File: src/rtl/program_loader_if.sv
// Load-port bundle: byte stream in, instruction-memory writes out, plus load control/status.
// The loader takes the master modport; the stream source / memory / CPU side takes slave.
interface program_loader_if #(
   parameter int unsigned WORD_SIZE  = 19,
   parameter int unsigned ADDR_WIDTH = 12
);
   logic                  start;
   logic [7:0]            rx_data;
   logic                  rx_valid;
   logic                  rx_ready;
   logic                  wr_en;
   logic [ADDR_WIDTH-1:0] wr_addr;
   logic [WORD_SIZE-1:0]  wr_data;
   logic                  cpu_en;
   logic                  busy;
   logic                  done;
   logic                  error;
   logic [ADDR_WIDTH-1:0] words_written;

   modport master (
      input  start, rx_data, rx_valid,
      output rx_ready, wr_en, wr_addr, wr_data, cpu_en, busy, done, error, words_written
   );

   modport slave (
      output start, rx_data, rx_valid,
      input  rx_ready, wr_en, wr_addr, wr_data, cpu_en, busy, done, error, words_written
   );
endinterface

File: src/rtl/program_loader.sv
// Instruction-memory loader: parses a framed byte stream (length, 3-byte words, XOR checksum)
// into sequential memory writes and releases the CPU only after a clean, checksum-verified image.
module program_loader #(
   parameter int unsigned WORD_SIZE      = 19,
   parameter int unsigned ADDR_WIDTH     = 12,
   parameter int unsigned BYTES_PER_WORD = 3
) (
   input logic              clk,
   input logic              rst_n,
   program_loader_if.master bus
);
   localparam int unsigned LOW_BITS = 8 * (BYTES_PER_WORD - 1);
   localparam int unsigned HI_BITS  = WORD_SIZE - LOW_BITS;

   typedef enum logic [3:0] {
      IDLE, LEN_LO, LEN_HI, B0, B1, B2, WR, CHK, DONE_S, ERR_S
   } state_t;

   state_t                state_q, state_d;
   logic [ADDR_WIDTH-1:0] len_q, len_d;
   logic [ADDR_WIDTH-1:0] cnt_q, cnt_d;
   logic [ADDR_WIDTH-1:0] cnt_inc;
   logic [7:0]            chk_q, chk_d;
   logic [7:0]            b0_q, b0_d;
   logic [7:0]            b1_q, b1_d;
   logic [ADDR_WIDTH-1:0] wr_addr_q, wr_addr_d;
   logic [WORD_SIZE-1:0]  wr_data_q, wr_data_d;
   logic                  rx_ready_q, rx_ready_d;
   logic                  wr_en_q, wr_en_d;
   logic                  busy_q, busy_d;
   logic                  done_q, done_d;
   logic                  error_q, error_d;
   logic                  cpu_en_q, cpu_en_d;
   logic                  xfer_c;
   logic [11:0]           len_full_c;

   assign xfer_c     = bus.rx_valid & rx_ready_q;
   assign len_full_c = {bus.rx_data[3:0], len_q[7:0]};
   assign cnt_inc    = ADDR_WIDTH'(cnt_q + 1'b1);

   // Next-state and next-register values; outputs are decoded from the next state so they register cleanly.
   always_comb begin
      state_d   = state_q;
      len_d     = len_q;
      cnt_d     = cnt_q;
      chk_d     = chk_q;
      b0_d      = b0_q;
      b1_d      = b1_q;
      wr_addr_d = wr_addr_q;
      wr_data_d = wr_data_q;

      case (state_q)
         IDLE, DONE_S, ERR_S: begin
            if (bus.start) begin
               state_d = LEN_LO;
               cnt_d   = '0;
               chk_d   = '0;
            end
         end
         LEN_LO: begin
            if (xfer_c) begin
               len_d   = ADDR_WIDTH'(bus.rx_data);
               chk_d   = chk_q ^ bus.rx_data;
               state_d = LEN_HI;
            end
         end
         LEN_HI: begin
            if (xfer_c) begin
               len_d = ADDR_WIDTH'(len_full_c);
               chk_d = chk_q ^ bus.rx_data;
               if (bus.rx_data[7:4] != 4'h0) state_d = ERR_S;
               else if (len_full_c == 12'h000) state_d = CHK;
               else state_d = B0;
            end
         end
         B0: begin
            if (xfer_c) begin
               b0_d    = bus.rx_data;
               chk_d   = chk_q ^ bus.rx_data;
               state_d = B1;
            end
         end
         B1: begin
            if (xfer_c) begin
               b1_d    = bus.rx_data;
               chk_d   = chk_q ^ bus.rx_data;
               state_d = B2;
            end
         end
         B2: begin
            if (xfer_c) begin
               // Upper bits of the last byte beyond the word width still feed the checksum.
               wr_addr_d = cnt_q;
               wr_data_d = {bus.rx_data[HI_BITS-1:0], b1_q, b0_q};
               chk_d     = chk_q ^ bus.rx_data;
               state_d   = WR;
            end
         end
         WR: begin
            cnt_d   = cnt_inc;
            state_d = (cnt_inc == len_q) ? CHK : B0;
         end
         CHK: begin
            if (xfer_c) state_d = (bus.rx_data == chk_q) ? DONE_S : ERR_S;
         end
         default: state_d = IDLE;
      endcase

      rx_ready_d = (state_d == LEN_LO) || (state_d == LEN_HI) || (state_d == B0) ||
                   (state_d == B1) || (state_d == B2) || (state_d == CHK);
      wr_en_d    = (state_d == WR);
      busy_d     = rx_ready_d | wr_en_d;
      done_d     = (state_d == DONE_S);
      error_d    = (state_d == ERR_S);
      cpu_en_d   = done_d;
   end

   always_ff @(posedge clk or negedge rst_n) begin
      if (!rst_n) begin
         state_q    <= IDLE;
         len_q      <= '0;
         cnt_q      <= '0;
         chk_q      <= '0;
         b0_q       <= '0;
         b1_q       <= '0;
         wr_addr_q  <= '0;
         wr_data_q  <= '0;
         rx_ready_q <= 1'b0;
         wr_en_q    <= 1'b0;
         busy_q     <= 1'b0;
         done_q     <= 1'b0;
         error_q    <= 1'b0;
         cpu_en_q   <= 1'b0;
      end else begin
         state_q    <= state_d;
         len_q      <= len_d;
         cnt_q      <= cnt_d;
         chk_q      <= chk_d;
         b0_q       <= b0_d;
         b1_q       <= b1_d;
         wr_addr_q  <= wr_addr_d;
         wr_data_q  <= wr_data_d;
         rx_ready_q <= rx_ready_d;
         wr_en_q    <= wr_en_d;
         busy_q     <= busy_d;
         done_q     <= done_d;
         error_q    <= error_d;
         cpu_en_q   <= cpu_en_d;
      end
   end

   assign bus.rx_ready      = rx_ready_q;
   assign bus.wr_en         = wr_en_q;
   assign bus.wr_addr       = wr_addr_q;
   assign bus.wr_data       = wr_data_q;
   assign bus.cpu_en        = cpu_en_q;
   assign bus.busy          = busy_q;
   assign bus.done          = done_q;
   assign bus.error         = error_q;
   assign bus.words_written = cnt_q;
endmodule

File: src/flat_wrapper.sv
// flat-port wrapper written by rule: the top's interface ports become plain ports
module program_loader_flat 
#(
   parameter int unsigned WORD_SIZE      = 19,
   parameter int unsigned ADDR_WIDTH     = 12,
   parameter int unsigned BYTES_PER_WORD = 3
)
  (clk, rst_n, bus_start, bus_rx_data, bus_rx_valid, bus_rx_ready, bus_wr_en, bus_wr_addr, bus_wr_data, bus_cpu_en, bus_busy, bus_done, bus_error, bus_words_written);
  program_loader_if #(.WORD_SIZE(WORD_SIZE), .ADDR_WIDTH(ADDR_WIDTH)) bus_i ();
  input logic clk;
  input logic rst_n;
  input wire logic [$bits(bus_i.start)-1:0] bus_start;
  input wire logic [$bits(bus_i.rx_data)-1:0] bus_rx_data;
  input wire logic [$bits(bus_i.rx_valid)-1:0] bus_rx_valid;
  output wire logic [$bits(bus_i.rx_ready)-1:0] bus_rx_ready;
  output wire logic [$bits(bus_i.wr_en)-1:0] bus_wr_en;
  output wire logic [$bits(bus_i.wr_addr)-1:0] bus_wr_addr;
  output wire logic [$bits(bus_i.wr_data)-1:0] bus_wr_data;
  output wire logic [$bits(bus_i.cpu_en)-1:0] bus_cpu_en;
  output wire logic [$bits(bus_i.busy)-1:0] bus_busy;
  output wire logic [$bits(bus_i.done)-1:0] bus_done;
  output wire logic [$bits(bus_i.error)-1:0] bus_error;
  output wire logic [$bits(bus_i.words_written)-1:0] bus_words_written;
  assign bus_i.start = bus_start;
  assign bus_i.rx_data = bus_rx_data;
  assign bus_i.rx_valid = bus_rx_valid;
  assign bus_rx_ready = bus_i.rx_ready;
  assign bus_wr_en = bus_i.wr_en;
  assign bus_wr_addr = bus_i.wr_addr;
  assign bus_wr_data = bus_i.wr_data;
  assign bus_cpu_en = bus_i.cpu_en;
  assign bus_busy = bus_i.busy;
  assign bus_done = bus_i.done;
  assign bus_error = bus_i.error;
  assign bus_words_written = bus_i.words_written;
  program_loader #(.WORD_SIZE(WORD_SIZE), .ADDR_WIDTH(ADDR_WIDTH), .BYTES_PER_WORD(BYTES_PER_WORD)) u_core (.clk(clk), .rst_n(rst_n), .bus(bus_i));
endmodule
File: config.mk
export PLATFORM = sky130hd
export DESIGN_NAME = program_loader_flat
export DESIGN_NICKNAME = d
export VERILOG_FILES = /design/src/rtl/program_loader_if.sv /design/src/rtl/program_loader.sv /design/src/flat_wrapper.sv
export SDC_FILE = /design/constraint.sdc
export NUM_CORES = 1
export LEC_CHECK = 0
export BUFFER_PORTS_ARGS = -buffer_cell sky130_fd_sc_hd__buf_4
export CAP_MARGIN = 10
export CORE_MARGIN = 5
export CORE_UTILIZATION = 39
export CTS_CLUSTER_DIAMETER = 60
export DETAILED_ROUTE_END_ITERATION = 12
export SLEW_MARGIN = 20
export SYNTH_ARGS = -nofsm -noshare
export SYNTH_HDL_FRONTEND = slang
export SYNTH_SLANG_ARGS = --single-unit
File: constraint.sdc
create_clock -name clk -period 5.94 [get_ports clk]
set_input_delay 0 -clock clk [delete_from_list [all_inputs] [get_ports clk]]
set_output_delay 0 -clock clk [all_outputs]
set_load 0.02 [all_outputs]
==> impl_metrics.csv <==
group,metric,value,unit
run,drv_cap,0,
hold_path,hp-class,"input port to flop",
yosys,muxShareOfSynthArea,16.26,%
yosys,synth_top_family_by_area,"multiplexers",
sta,period_share,47.64,%
global_route,grt_pass1_wl,16410,µm
sta,worst_slack,3.110,ns
setup_path,rr_worst_depth,7,
setup_path,cp.required,6.16,ns
global_route,overflow,0,
die,dieArea,13900,µm²
status,status,"finished clean",
power_and_ir_drop,pwr_density_cell,467.4,nW/µm²
yosys,ys_warn_count,0,
yosys,ys_seq_elements,88,
sta,setup_viol,0,
yosys,synth_edf_count,0,
place,place_congestion,0.8564,
drt,routed_via_density,5.316,
sta,fin_setup_tns,0,ns
yosys,synth_cell_types,58,
global_route,grt_pass1_vias,3161,
clock_tree,ctsResizeCount,0,
die,initial_utilization,39.77,%
setup_path,crit_fanout,24,
drt,postRouteAntennaNets,0,
power_and_ir_drop,irDropWorstVdd,0.0003119,V
setup_path,cp-start-kind,"flop",
final_layout,antenna_cells,0,
yosys,synth.avg_cell_area,11.44,µm²
final_layout,drive_above_1_share,32.08,%
drt,drc,0,
final_layout,layout_common_cells,"dfrtp_1, buf_4, o21ai_0, mux2_4, nor2_1",
final_layout,final_common_cell,"dfrtp_1",
global_route,antenna_found_initial,0,
die,core-area,11420,µm²
yosys,synthXorXnorAreaFrac,4.436,%
sta,slew_headroom,53.54,%
place,dp_slack,2.871,ns
final_layout,fillCellCount,1094,
die,rows,39,
yosys,seq_area_frac_synth,48.50,%
drt,num_vias,3163,
global_route,track_usage,14.42,%
die,die_y,117.9,µm
sta,fmax,0.3534,GHz
yosys,synth_flop_cell,"dfrtp_1",
setup_path,arrival,3.05,ns
place,io_buffers,60,
yosys,synth_simple_gate_area_share,13.45,%
yosys,synthesis.area,4541,µm²
clock_tree,clock-root-buffer,"clkbuf_16",
clock_tree,htree_levels,3,
final_layout,multiInputGateArea,2077,µm²
sta,hold_viol,0,
sta,rsz0062_at_grt,"false",
final_layout,regArea,2202,µm²
drt,dr.pass1.iters,4,
final_layout,area_growth,16.40,%
final_layout,finalNetCount,461,
yosys,synthCells,397,
die,die_w,117.9,µm
clock_tree,tritoncts,"built",
drt,finalWirelength,9769,µm
yosys,synthArstFlopShare,100.0,%
clock_tree,cts_sinks,88,
sta,slew_viol_final,0,
drt,wl_per_cell,16.42,µm
drt,drtIter0Drc,220,
yosys,syn-num-nets,410,
clock_tree,clock_latency,0.34,ns
place,hpwl,6665,µm
yosys,synth_adder_area_share,0.2756,%
sta,tightest_slew,0.6968,ns
sta,skew,0.008097,ns
sta,min_period,2.830,ns
clock_tree,cts_inserted_buffers,9,
hold_path,hold_depth,3,
setup_path,end_kind,"flop",
die,io_pins,61,
yosys,synth_compound_area_share,11.10,%
setup_path,critPathKind,"flop to flop",
power_and_ir_drop,p_leak,2.420,nW
global_route,grt_max_degree,56,
clock_tree,clk_path_buf_depth,2,
clock_tree,clk_pin_slew,0.06,ns
[power by group]
group / total, mW / switching (mW) / internal (mW)
clock: 0.518 / 0.236 / 0.283
sequential: 1.02 / 0.199 / 0.821
combinational: 0.932 / 0.454 / 0.478
[synth_stat cells, types with 7 or more instances]
| master | n | area share, % |
|---|---|---|
| nand3_1 | 13 | 1.4 |
| nor3_1 | 7 | 0.77 |
| dfrtp_1 | 88 | 48 |
| buf_6 | 8 | 2.0 |
| o21ai_1 | 8 | 0.88 |
| mux2_4 | 29 | 9.6 |
| nand2_1 | 24 | 2.0 |
| nand2b_1 | 8 | 1.1 |
| mux2_2 | 26 | 6.4 |
| nor2_1 | 28 | 2.3 |
| o21ai_0 | 29 | 3.2 |
| xnor2_1 | 10 | 1.9 |
| xor2_1 | 13 | 2.5 |
| a31oi_1 | 9 | 1.2 |
| a21oi_1 | 7 | 0.77 |
[cells by family (layout without fill, tap and decap cells)]
family	count (synthesis)	after routing
and+or+nand+nor	116	116
muxes	56	56
buffers and inverters	33	88
DFF	88	88
xor gates and xnor gates	23	23
AOI/OAI and AO/OA	80	80
adders and majority gates	1	1
[per-layer routing]
metal  routed length (µm)  track usage (%)  share of wire, %  vias up
li1                     -                -                 -     1502
met1                 4573            19.01                47     1580
met2                 4706            23.44                48       71
met3                  405            4.517               4.1       10
met4                   83            2.867              0.85        0
met5                    0                0                 0        -
[path summary, 6_finish.rpt]
kind	from	to	slack, ns
max	u_core.state_q[1]	u_core.bus.wr_data[12]	3.11
min	bus_rx_data[2]	u_core.chk_q[2]	0.01
max reg2reg	u_core.state_q[1]	u_core.bus.wr_data[12]	3.11
min reg2reg	u_core.b1_q[4]	u_core.bus.wr_data[12]	0.51
max in group asynchronous	rst_n	u_core.chk_q[3]	4.74
min in group asynchronous	rst_n	u_core.bus.wr_addr[9]	0.15
[what timing repair did]
item	4_1_cts	5_1_grt
hold endpoints to repair	53	0
buffers inserted	0	0
hold buffers	6	0
endpoints found under the setup margin	0	0
[critical path: stages (launching register included)]
cell,delay [ns]
dfrtp_1,0.77
nand2_1,0.27
nor3_1,0.19
a21oi_1,0.08
o22ai_2,0.28
and3_2,0.51
buf_12,0.25
mux2_2,0.35
[through the flow]
stage / hold slack (ns) / area [µm²] / instances / power, mW / utilization (%)
after floorplan: -0.2956 / 4541 / 397 / 1.671 / -
after global placement: -0.03142 / 4926 / 573 / 1.935 / 43.14
after detailed placement: -0.02236 / 4926 / 573 / 1.961 / 43.14
after CTS: 0.001504 / 5256 / 594 / 2.495 / 46.03
after global routing: 0.01063 / 5285 / 595 / 2.637 / 46.29
final: 0.01467 / 5285 / 595 / 2.470 / 46.29
[registers in the layout, indices dropped and copies added, names as in the netlist, 4 cells and up]
signal and count:
u_core.len_q 12, u_core.chk_q 8, u_core.b0_q 8, u_core.state_q 4, u_core.bus.wr_data 19, u_core.bus.words_written 12
u_core.b1_q 8, u_core.bus.wr_addr 12
[final cells by class]
| type | count | share of cell area (%) |
|---|---|---|
| clock buffer | 9 | 4.261 |
| clock inverter | 6 | 0.8523 |
| inverter | 5 | 0.3551 |
| multi-input combinational | 276 | 39.30 |
| sequential | 88 | 41.67 |
| tap | 143 | 3.385 |
| timing repair buffer | 68 | 10.18 |
Note: power is estimated with default switching activity, not from simulation.
